==> config.mk <==
export PLATFORM = sky130hd
export DESIGN_NAME = bb_sgpio_tx
export DESIGN_NICKNAME = d
export VERILOG_FILES = /design/src/rtl/bb_sgpio_pkg.sv /design/src/rtl/bb_sgpio_clkgen.sv /design/src/rtl/bb_sgpio_tx.sv
export SDC_FILE = /design/constraint.sdc
export NUM_CORES = 1
export LEC_CHECK = 0
export CAP_MARGIN = 25
export CORE_MARGIN = 1
export CORE_UTILIZATION = 40
export CTS_BUF_LIST = sky130_fd_sc_hd__clkbuf_4 sky130_fd_sc_hd__clkbuf_8
export DETAILED_ROUTE_END_ITERATION = 6
export PLACE_DENSITY = 0.64
export SLEW_MARGIN = 5
export SYNTH_ARGS = -nofsm -noshare
export SYNTH_HDL_FRONTEND = slang
export SYNTH_HIERARCHICAL = 1
export SYNTH_SLANG_ARGS = --single-unit
export TNS_END_PERCENT = 5
==> constraint.sdc <==
create_clock -name SYSCLK -period 3 [get_ports SYSCLK]
set_input_delay 0.9 -clock SYSCLK [delete_from_list [all_inputs] [get_ports SYSCLK]]
set_output_delay 0.9 -clock SYSCLK [all_outputs]
set_load 0.01 [all_outputs]
==> src/rtl/bb_sgpio_pkg.sv <==
// Shared definitions for the baseboard SGPIO initiator: FSM encoding,
// slot bit order within a drive triplet and frame-length derivation.
package bb_sgpio_pkg;

  typedef enum logic [1:0] {
    ST_IDLE  = 2'd0,
    ST_LOAD  = 2'd1,
    ST_SHIFT = 2'd2,
    ST_GAP   = 2'd3
  } sgpio_state_e;

  localparam int SLOT_ACT  = 0;
  localparam int SLOT_LOC  = 1;
  localparam int SLOT_FAIL = 2;

  function automatic int frame_bits(input int drv_num);
    return 3 * drv_num;
  endfunction

endpackage

==> src/rtl/bb_sgpio_clkgen.sv <==
// SGPIO clock generator: divides clk by 2*CLK_DIV and flags the rise/fall
// cycles. Once run drops, the clock finishes its current high phase and parks low.
module bb_sgpio_clkgen #(
  parameter int CLK_DIV = 250
) (
  input  logic clk,
  input  logic rst_n,
  input  logic run,
  output logic ck,
  output logic ck_r,
  output logic ck_f
);

  localparam int CW = (CLK_DIV > 1) ? $clog2(CLK_DIV) : 1;

  logic [CW-1:0] cnt_q, cnt_d;
  logic          ck_q, ck_d;
  logic          active, wrap;

  always_comb begin
    active = run | ck_q;
    wrap   = active && (cnt_q == CW'(CLK_DIV - 1));
    cnt_d  = '0;
    ck_d   = ck_q;
    if (active) cnt_d = wrap ? '0 : cnt_q + 1'b1;
    if (wrap) ck_d = ~ck_q;
    ck_r = wrap & ~ck_q;
    ck_f = wrap & ck_q;
  end

  always_ff @(posedge clk or negedge rst_n) begin
    if (!rst_n) begin
      cnt_q <= '0;
      ck_q  <= 1'b0;
    end else begin
      cnt_q <= cnt_d;
      ck_q  <= ck_d;
    end
  end

  assign ck = ck_q;

endmodule

==> src/rtl/bb_sgpio_tx.sv <==
// SGPIO initiator: serialises {FAIL,LOC,ACT} per drive onto SGPIO_DATA with a
// slot-0 LD marker, and captures SGPIO_DIN into DIN_STATUS once per frame.
module bb_sgpio_tx
  import bb_sgpio_pkg::*;
#(
  parameter int DRV_NUM        = 36,
  parameter int CLK_DIV        = 250,
  parameter int ACT_ACTIVE_LOW = 1,
  parameter int IDLE_GAP       = 4
) (
  input  logic                   SYSCLK,
  input  logic                   RESET_N,
  input  logic                   EN,
  input  logic [DRV_NUM-1:0]     DRV_ACT,
  input  logic [DRV_NUM-1:0]     DRV_LOC,
  input  logic [DRV_NUM-1:0]     DRV_FAIL,
  input  logic                   SGPIO_DIN,
  output logic                   SGPIO_CK,
  output logic                   SGPIO_LD,
  output logic                   SGPIO_DATA,
  output logic [3*DRV_NUM-1:0]   DIN_STATUS,
  output logic                   FRAME_DONE
);

  localparam int   N       = frame_bits(DRV_NUM);
  localparam int   SW      = $clog2(N);
  localparam int   GW      = (IDLE_GAP > 0) ? $clog2(IDLE_GAP + 1) : 1;
  localparam logic ACT_INV = (ACT_ACTIVE_LOW != 0);

  sgpio_state_e  state_q, state_d;
  logic [N-1:0]  sh_q, sh_d;
  logic [N-1:0]  cap_q, cap_d;
  logic [N-1:0]  din_q, din_d;
  logic [SW-1:0] slot_q, slot_d;
  logic [GW-1:0] gap_q, gap_d;
  logic          data_q, data_d;
  logic          ld_q, ld_d;
  logic          done_q, done_d;
  logic [N-1:0]  snap;
  logic          ck_r, ck_f;

  bb_sgpio_clkgen #(.CLK_DIV(CLK_DIV)) u_clkgen (
    .clk   (SYSCLK),
    .rst_n (RESET_N),
    .run   (state_q != ST_IDLE),
    .ck    (SGPIO_CK),
    .ck_r  (ck_r),
    .ck_f  (ck_f)
  );

  always_comb begin
    snap = '0;
    for (int i = 0; i < DRV_NUM; i++) begin
      snap[3*i+SLOT_ACT]  = DRV_ACT[i] ^ ACT_INV;
      snap[3*i+SLOT_LOC]  = DRV_LOC[i];
      snap[3*i+SLOT_FAIL] = DRV_FAIL[i];
    end
  end

  always_comb begin
    state_d = state_q;
    sh_d    = sh_q;
    cap_d   = cap_q;
    din_d   = din_q;
    slot_d  = slot_q;
    gap_d   = gap_q;
    data_d  = data_q;
    ld_d    = ld_q;
    done_d  = 1'b0;
    unique case (state_q)
      ST_IDLE: if (EN) state_d = ST_LOAD;
      // Slot 0 goes out straight from the snapshot while CK is still low.
      ST_LOAD: begin
        sh_d    = snap >> 1;
        data_d  = snap[0];
        ld_d    = 1'b1;
        slot_d  = '0;
        cap_d   = '0;
        state_d = ST_SHIFT;
      end
      ST_SHIFT: begin
        if (ck_r) begin
          cap_d = {SGPIO_DIN, cap_q[N-1:1]};
          if (slot_q == SW'(N - 1)) begin
            din_d   = cap_d;
            done_d  = 1'b1;
            gap_d   = '0;
            state_d = ST_GAP;
          end
        end
        if (ck_f) begin
          slot_d = slot_q + 1'b1;
          data_d = sh_q[0];
          sh_d   = sh_q >> 1;
          ld_d   = 1'b0;
        end
      end
      // The first fall here closes slot N-1; IDLE_GAP more falls end the gap.
      ST_GAP: begin
        if (ck_f) begin
          data_d = 1'b0;
          ld_d   = 1'b0;
          if (gap_q == GW'(IDLE_GAP)) state_d = EN ? ST_LOAD : ST_IDLE;
          else gap_d = gap_q + 1'b1;
        end
      end
      default: state_d = ST_IDLE;
    endcase
  end

  always_ff @(posedge SYSCLK or negedge RESET_N) begin
    if (!RESET_N) begin
      state_q <= ST_IDLE;
      sh_q    <= '0;
      cap_q   <= '0;
      din_q   <= '0;
      slot_q  <= '0;
      gap_q   <= '0;
      data_q  <= 1'b0;
      ld_q    <= 1'b0;
      done_q  <= 1'b0;
    end else begin
      state_q <= state_d;
      sh_q    <= sh_d;
      cap_q   <= cap_d;
      din_q   <= din_d;
      slot_q  <= slot_d;
      gap_q   <= gap_d;
      data_q  <= data_d;
      ld_q    <= ld_d;
      done_q  <= done_d;
    end
  end

  assign SGPIO_LD   = ld_q;
  assign SGPIO_DATA = data_q;
  assign DIN_STATUS = din_q;
  assign FRAME_DONE = done_q;

endmodule

==> impl_metrics.ini, run 1 <==
[run_status]
outcome = completed

[timing]
min_period_ps = 2630
skew_ps = 27.7
relSlewSlack_pct = 44.8
finalCritPeriodShare_pct = 87.5
rsz0062_at_grt = no
fin_tns_setup_ps = 0
worst_pin_slew_ps = 828
setup_viol = 0
finalMaxSlewViolations = 0
setup_slack_ps = 375
timing.fmax_mhz = 381
hold_viol_final = 0

[detailed_routing]
via_count = 9265
drc_errors = 0
dr.pass1.iters = 5
antenna_left = 0
initialDrtViolationCount = 562
wl_mm = 29.5
routedWlPerCell_um = 16.0
via_per_inst = 5.03

[clocking]
clock_latency_ps = 600
cts_root_buf = clkbuf_8
cts_tree = done
htree_num_levels = 2
post_cts_buffers = 0
cts_made_buffers = 59
cts_hold_buf = 0
cts_resized = 0
cts_sinks = 346
path_clk_slew_ps = 60
clockBufferDepth = 3

[worst_setup_path]
cp-end-kind = flop
cp_max_fo = 43
crit_family = simple AND/OR/NAND/NOR gates
r2r_slack_ps = 370
arrival_ps = 3080
critPathKind = reg2reg
cp_slowest_stage_delay_ps = 390
slowest_stage = dfrtp_1
critPathLaunchType = flop
cp_common_cell = buf_12
path_cells = inv_1, ha_1, nand3b_4, or2_4, nor3b_2, nand2_1, nor3_4, buf_12, buf_12, mux2_2
critPathBufInv = 3
worstPathRequired_ps = 3460

[die]
start_util_pct = 40.6
die-area_mm2 = 0.0357
coreArea_mm2 = 0.0345
std_cell_rows = 68
ios = 224
dieWidth_um = 189
die_y_um = 189

[layout]
layout_commonest_cell = dfrtp_1
regArea_mm2 = 0.00866
final_cell_mix = 346 x dfrtp_1, 222 x clkdlybuf4s50_1, 108 x a22o_1
fin_area_mm2 = 0.0180
nets = 1461
multiInputGateArea_mm2 = 0.00493
fillers = 3013
syn2layout_area_growth_pct = 29.1
drive_gt1_share_pct = 18.3

[min_path]
hold_path_class = in2async

[logic_synthesis]
mappedNetlistNets = 1229
ys_types = 44
async_flop_share_pct = 100
synth_top_area_cell = dfrtp_1
synth_top_area_share_pct = 62.0
synth-seq-area-share_pct = 62.0
synth_edf_count = 0
ys_ff_latch = 346
syn-cell-area_mm2 = 0.0140
synth_cells = 1107
synthFlopType = dfrtp_1
synth_area_leaders = dfrtp_1 62%, mux2_2 8.1%, a22o_1 6.8%
syn_area_per_cell_um2 = 12.6
yosysWarningCount = 6

[global_routing]
grt_max_degree = 108
antenna_found_initial = 3
grt_pass1_vias = 9316
track_usage_pct = 17.1
grt_pass1_wl_mm = 49.8
overflow = 0

[place]
dp_hpwl_mm = 19.1
gp_congestion = 0.742
portBuffers = 223
placed_cell_area_mm2 = 0.0168
dp_slack_ps = 390

[flow_run]
drv_cap = 0

[power_and_ir_drop]
leakagePower_uw = 0.00877
power_density_mw_per_mm2 = 531
ir_drop_mv = 0.313
-- synth_stat cells, types with 2 or more instances --
library cell / number
a211o_1: 2
a21o_1: 3
a21oi_1: 75
a22o_1: 108
buf_2: 27
buf_4: 13
clkbuf_1: 34
dfrtp_1: 346
ha_1: 10
inv_1: 7
mux2_2: 101
mux2_4: 9
mux2i_1: 74
nand2_1: 87
nand2b_1: 4
nand3_1: 12
nor2_1: 87
nor3_1: 4
o21ai_0: 75
xnor2_1: 3
xor2_1: 3
-- per-layer routing --
layer  vias up  track usage [%]  part of all wire [%]  wire [um]
met2       245             24.5                    42      12400
met3        64             6.34                   8.4       2490
met5         -                0                 0.044         13
met1      4529             24.0                    47      13900
met4         2             4.84                   2.1        616
li1       4425                -                     -          -
-- state kept, by name, summed over array words and instances (netlist names) --
| name | cells |
|---|---|
| sh_q | 107 |
| state_q | 2 |
| u_clkgen/ck | 1 |
| SGPIO_DATA | 1 |
| slot_q | 7 |
| cap_q | 107 |
| DIN_STATUS | 108 |
| u_clkgen/cnt_q | 8 |
| gap_q | 3 |
| FRAME_DONE | 1 |
| SGPIO_LD | 1 |
-- through the flow --
step,instances,hold slack (ps),utilization (%),total power (uW)
after global placement,1733,460,48.7,5230
after CTS,1840,225,52.3,9760
after detailed placement,1733,470,48.7,5240
final,1842,247,52.3,9580
after global routing,1840,257,52.3,10000
after floorplan,1107,450,-,4950
-- cell families after synthesis --
kind of cell | count (synthesis) | synth area share (%)
simple gates | 206 | 6.39
compound gates | 272 | 13.0
xor+xnor | 6 | 0.376
mux | 184 | 14.4
fa+ha+maj | 10 | 0.895
buf+inv | 83 | 3.02
flops | 346 | 62.0
-- worst register-to-register path: cells and delay by family, from the launching register on --
| family | cells | cell delay, ps |
|---|---|---|
| simple gates | 5 | 1000 |
| mux | 1 | 390 |
| fa+ha+maj | 1 | 200 |
| flops | 1 | 390 |
| buf+inv | 3 | 530 |
-- final timing paths --
kind                                                   from                          end  cells after the start
max in group asynchronous                           RESET_N        cap_q[42]$_DFFE_PN0P_                      2
worst max register to register  u_clkgen/cnt_q[1]$_DFF_PN0_   DIN_STATUS[52]$_DFFE_PN0P_                     10
worst max-delay path            u_clkgen/cnt_q[1]$_DFF_PN0_   DIN_STATUS[52]$_DFFE_PN0P_                     10
min in group SYSCLK                    sh_q[21]$_DFFE_PN0P_         sh_q[21]$_DFFE_PN0P_                      2
worst min register to register         sh_q[21]$_DFFE_PN0P_         sh_q[21]$_DFFE_PN0P_                      2
worst min-delay path                                RESET_N  DIN_STATUS[101]$_DFFE_PN0P_                      1
-- power by group --
| part | total, uW | switching, uW | internal [uW] |
|---|---|---|---|
| Sequential | 4780 | 40.3 | 4740 |
| Clock | 4440 | 1900 | 2540 |
| Combinational | 362 | 161 | 201 |
| Total | 9580 | 2100 | 7480 |
-- area by class of cell --
class,count,area share (%)
Sequential cell,346,48.0
Inverter,7,0.146
Multi-Input combinational cell,678,27.3
Antenna cell,2,0.0277
Clock buffer,88,6.13
Timing Repair Buffer,247,14.3
Tap cell,455,3.16
Clock inverter,19,0.902
Note: power is estimated with default switching activity, not from simulation.
==> run 2: changes to the inputs <==
==> constraint.sdc (replaced) <==
create_clock -name SYSCLK -period 2.6 [get_ports SYSCLK]
set_input_delay 0.78 -clock SYSCLK [delete_from_list [all_inputs] [get_ports SYSCLK]]
set_output_delay 0.78 -clock SYSCLK [all_outputs]
set_load 0.01 [all_outputs]
==> run 2 against run 1 <==
  * Total power grew 16%
  * Clock-buffer cell count increased by 4
  * Flip-flop and latch count stayed put
  * Cell count grew 0.65%
  * Utilization increased by 0.69 points
  * Clock skew up 2.4 ps
  * Largest cell class unchanged
  * Largest power group unchanged
==> impl_metrics.ini, run 2 (same netlist as run 1, synthesis figures left out) <==
[global_routing]
antenna_found_initial = 4
grt_pass1_vias = 9362
track_usage_pct = 17.1
overflow = 0
grt_pass1_wl_mm = 49.6
grt_max_degree = 146

[power_and_ir_drop]
power_density_mw_per_mm2 = 607
ir_drop_mv = 0.413
leakagePower_uw = 0.00889

[layout]
nets = 1478
final_cell_mix = 346 x dfrtp_1, 222 x clkdlybuf4s50_1, 108 x a22o_1
largest_reg_flops = 108
post-route-util_pct = 53.0
layout_commonest_cell = dfrtp_1
stdcell_count = 1854
syn2layout_area_growth_pct = 30.8
drive_gt1_share_pct = 19.0

[worst_setup_path]
r2r_slack_ps = 150
arrival_ps = 1700
slowest_stage = clkdlybuf4s50_1
rr_endpoint = DIN_STATUS[17]$_DFFE_PN0P_
critPathBufInv = 1
path_cells = clkdlybuf4s50_1
worstPathRequired_ps = 1820
critPathLaunchType = flop
critPathKind = reg2out
crit_family = buffers and inverters
cp-end-kind = output port
worst-r2r-cell-count = 10
cp_max_fo = 6
cp_slowest_stage_delay_ps = 620
r2r_start = u_clkgen/cnt_q[1]$_DFF_PN0_

[detailed_routing]
dr.pass1.iters = 7
wl_mm = 29.4
initialDrtViolationCount = 651
drc_errors = 0
via_count = 9287
antenna_left = 0
via_per_inst = 5.01
routedWlPerCell_um = 15.9

[place]
gp_congestion = 0.741
dp_hpwl_mm = 19.4
portBuffers = 223
dp_cells = 1740

[clocking]
cts_hold_buf = 0
cts_root_buf = clkbuf_8
cts_made_buffers = 57
cts_sinks = 346
htree_num_levels = 2
clockBufferDepth = 3
clock_latency_ps = 620
path_clk_slew_ps = 60
cts_tree = done

[timing]
relSlewSlack_pct = 42.2
timing.fmax_mhz = 403
min_period_ps = 2480
hold_viol_final = 0
worst_pin_slew_ps = 868
hold_ws_ps = 110
finalMaxSlewViolations = 0
setup_viol = 0
finalCritPeriodShare_pct = 95.5
skew_ps = 30.1

[die]
dieWidth_um = 189
ios = 224
coreArea_mm2 = 0.0345
start_util_pct = 40.6
std_cell_rows = 68
die-area_mm2 = 0.0357
die_y_um = 189

[flow_run]
drv_cap = 0

[min_path]
hold_path_class = in2async

[run_status]
outcome = completed
-- run 2: changes by cell type in the layout (fill, tap and decap cells not counted), moves of 3 or more --
cell,change
clkinv_2,-12
buf_4,+13
clkbuf_8,+3
buf_12,+5
-- run 2: how the worst max path moves through the flow --
stage	from	end	slack (ps)	cells after the start
finish	u_clkgen/ck$_DFFE_PN0P_	SGPIO_CK	120	1
global route	u_clkgen/cnt_q[1]$_DFF_PN0_	DIN_STATUS[17]$_DFFE_PN0P_	-0.3	10
CTS	u_clkgen/ck$_DFFE_PN0P_	SGPIO_CK	40	1
detailed placement	u_clkgen/cnt_q[1]$_DFF_PN0_	DIN_STATUS[17]$_DFFE_PN0P_	90	10
global placement	u_clkgen/cnt_q[1]$_DFF_PN0_	DIN_STATUS[6]$_DFFE_PN0P_	150	10
floorplan	u_clkgen/cnt_q[1]$_DFF_PN0_	DIN_STATUS[100]$_DFFE_PN0P_	330	11
-- run 2: where the power goes --
| group | total, uW | switching (uW) | internal [uW] | leakage (uW) |
|---|---|---|---|---|
| Sequential | 5520 | 46.3 | 5470 | 0.00456 |
| Clock | 5160 | 2140 | 3010 | 0.000671 |
| Combinational | 417 | 187 | 230 | 0.00366 |
-- run 2: layout make-up --
| type | instances | area [um^2] |
|---|---|---|
| Antenna cell | 2 | 5.00 |
| Tap cell | 455 | 569 |
| Sequential cell | 346 | 8660 |
| Inverter | 7 | 26.3 |
| Fill cell | 3012 | 16200 |
| Multi-Input combinational cell | 678 | 4940 |
| Clock buffer | 92 | 1150 |
| Timing Repair Buffer | 266 | 2810 |
| Clock inverter | 8 | 121 |
-- run 2: what timing repair did --
| item | CTS | global route |
|---|---|---|
| endpoints found under the setup margin | 0 | 73 |
| resized for setup | 0 | 2 |
| buffers inserted | 0 | 11 |
-- run 2: layer usage --
layer  up-vias  global-route usage (%)  part of all wire [%]
li1       4447                       -                     -
met1      4541                    23.5                    46
met2       250                    24.9                    43
met3        47                    6.41                   8.9
met4         2                    5.24                   1.6
met5         -                       0                 0.041
-- run 2: per-stage QoR --
| stage | setup TNS, ps | setup slack (ps) | instance area (um^2) | total power (uW) |
|---|---|---|---|---|
| 2_1_floorplan | 0 | 328 | 14000 | 5710 |
| 3_3_place_gp | 0 | 149 | 16900 | 6030 |
| 3_5_place_dp | 0 | 90.1 | 16900 | 6050 |
| 4_1_cts | 0 | 39.9 | 18200 | 11300 |
| 5_1_grt | -0.337 | -0.337 | 18300 | 11600 |
| 6_report | 0 | 116 | 18300 | 11100 |
==> run 3: changes to the inputs <==
--- a/config.mk
+++ b/config.mk
@@ -10,6 +10,7 @@
 export CORE_UTILIZATION = 40
 export CTS_BUF_LIST = sky130_fd_sc_hd__clkbuf_4 sky130_fd_sc_hd__clkbuf_8
 export DETAILED_ROUTE_END_ITERATION = 6
+export HOLD_SLACK_MARGIN = 0.03
 export PLACE_DENSITY = 0.64
 export SLEW_MARGIN = 5
 export SYNTH_ARGS = -nofsm -noshare
==> results of run 3 <==
Final layout, timing and power as in run 2 (identical DEF).
==> variant: new RTL, settings of run 3 <==
Make the reset (`RESET_N` and `rst_n`) synchronous in 2 clocked blocks.
--- a/src/rtl/bb_sgpio_clkgen.sv
+++ b/src/rtl/bb_sgpio_clkgen.sv
@@ -29,5 +29,5 @@
   end
 
-  always_ff @(posedge clk or negedge rst_n) begin
+  always_ff @(posedge clk) begin
     if (!rst_n) begin
       cnt_q <= '0;
--- a/src/rtl/bb_sgpio_tx.sv
+++ b/src/rtl/bb_sgpio_tx.sv
@@ -109,5 +109,5 @@
   end
 
-  always_ff @(posedge SYSCLK or negedge RESET_N) begin
+  always_ff @(posedge SYSCLK) begin
     if (!RESET_N) begin
       state_q <= ST_IDLE;
Check against the original RTL: differs if RESET_N is asserted again (counterexample within 4 cycles, from zero or initial values and one cycle with RESET_N low); with RESET_N held inactive, the same outputs for 10 cycles.
==> variant against run 3 <==
- critical path depth up 9
- cell area down 5.5%
- worst setup slack better by 0.031 ns
- synthesized area down 5.7%
- non-clock buffer count up 3
- wire length up 4.7%
- critical path type is now reg -> reg
- sequential cell count unchanged
Power is not compared: it rests on default switching activity, and its combinational part moved more than twofold at a synthesized area within 25%.
==> variant: results (changes against run 3) <==
status=completed; signal buffers share of area=16.77% (+1.4 points); met1 usage=23.96% (+0.43 points); fillers=2978 (-1.1%); dpl cell area=0.01604 mm² (-5.0%); met2 Resource Use GR=30.14% (+5.3 points); largest net degree at the start of global routing=101 (-31%); HPWL Detailed=20040 µm (+3.5%); number of clock buffers in the layout=90 (-2.2%); multi-input logic cell count=1050 (+55%); sequential share of cell area=40.09% (-7.3 points); CP Data Arrival Time=2.97 ns (+1.27 ns); GRT met3 Usage=3.189% (-3.2 points); Top Layer Used=met4; DRT iter0 DRCs=577 (-11%); antenna cells=0 (-2); clk_lat worst skew=0.59 ns (-0.03 ns); net count after synthesis=1655 (+35%); post-CTS setup buffer count=0 (unchanged); pwr/cell area=861.3 mW/mm²; ClkCell Share=6.886% (-0.090 points); routed len/inst=13.92 µm (-12%); max reg flops=108 (unchanged); Post-synth ARST share=0% (-100 points); Synth Flop Type=dfxtp_1; input/output buffers=223 (unchanged); most common cell after layout, fill and taps aside=dfxtp_1; vias in the first global route=10327 (+10%); Place WS=-0.0003135 ns (-0.09045 ns); met3 wire len=1273 µm (-51%); Final Skew=0.03168 ns (+0.001605 ns); global-route wire length before repair=50870 µm (+2.5%); Final #Nets=1857 (+26%); Seq/Total Area, Yosys=52.54% (-9.4 points); VDD IR max=0.5387 mV; Logic pwr share=24.9%; initial antenna violation count=0 (-4); Post-Syn Area per Cell=8.600 µm² (-32%); HP Class=reg -> reg; share of cells above drive strength 1=8.916% (-10 points); Layout Cell Area excl Fill=0.01728 mm² (-5.5%); bufs w/o clock=269 (+1.1%); multi-input gate share of total cell area=32.77% (+5.8 points); GRT Total Usage=18.08% (+1.0 points); met1 WL=14400 µm (+6.1%); Non-clk invs=11 (+4); CP max FO=5 (-1); cell count after placement=2117 (+22%); die area=0.03369 mm² (-5.6%); drt pass-1 iters=5 (-2); synth unique cells=45 (+2.3%); Final GP Congestion=0.7927 (+7.0%); top post-synthesis cells by area=dfxtp_1 (53%), nand2_1 (9.7%), a22oi_1 (6.1%), a21oi_1 (5.8%), mux2i_1 (5.7%); via count=11104 (+20%); Worst-path clk slew=0.06 ns (about the same); top cells by count, synth=dfxtp_1 (346), nand2_1 (340), nor2_1 (200); Slew HR=53.36% (+11 points); metal2 WL=14640 µm (+15%); DRT Wirelength=30830 µm (+4.7%)
variant: changes by cell type after synthesis, sizes merged, moves of 36 or more:
cell and delta:
dfrtp -346, dfxtp +346, nand2 +254, nor2 +113, mux2 -110, a22o -108
a22oi +108, a21oi +77, a211oi +74, buf +40, o21ai -36
variant: worst max-delay path: stages, from the launching register on:
cell,delay [ns]
dfxtp_1,0.34
inv_1,0.08
ha_1,0.20
inv_1,0.07
nor2_1,0.05
or4_4,0.46
nor2_2,0.12
nand2_1,0.10
or3_4,0.43
a211oi_2,0.33
mux2i_1,0.21
variant: final timing paths:
kind	to	cells past startpoint	start	slack, ns
setup reg to reg	gap_q[1]$_SDFFE_PN0P_	10	state_q[1]$_SDFFE_PN0P_	0.15
hold reg to reg	sh_q[77]$_SDFFE_PN0P_	2	sh_q[77]$_SDFFE_PN0P_	0.45
setup / recovery	gap_q[1]$_SDFFE_PN0P_	10	state_q[1]$_SDFFE_PN0P_	0.15
hold / removal	sh_q[77]$_SDFFE_PN0P_	2	sh_q[77]$_SDFFE_PN0P_	0.45
variant: logic make-up (layout without fill, tap and decap cells):
| family | Yosys count | after routing | share of synthesized area (%) |
|---|---|---|---|
| adders and majority gates | 10 | 10 | 0.9490 |
| DFF | 346 | 346 | 52.54 |
| AOI/OAI and AO/OA | 391 | 391 | 18.72 |
| and+or+nand+nor | 570 | 570 | 16.98 |
| buffers and inverters | 137 | 376 | 4.859 |
| xor gates and xnor gates | 4 | 4 | 0.2658 |
| muxes | 75 | 75 | 5.694 |
variant: repair_timing:
item,CTS,global route
endpoints found under the hold margin,0,0
gates resized for setup,1,5
setup endpoints to repair,1,202
pin swaps,0,3
gates cloned,0,1
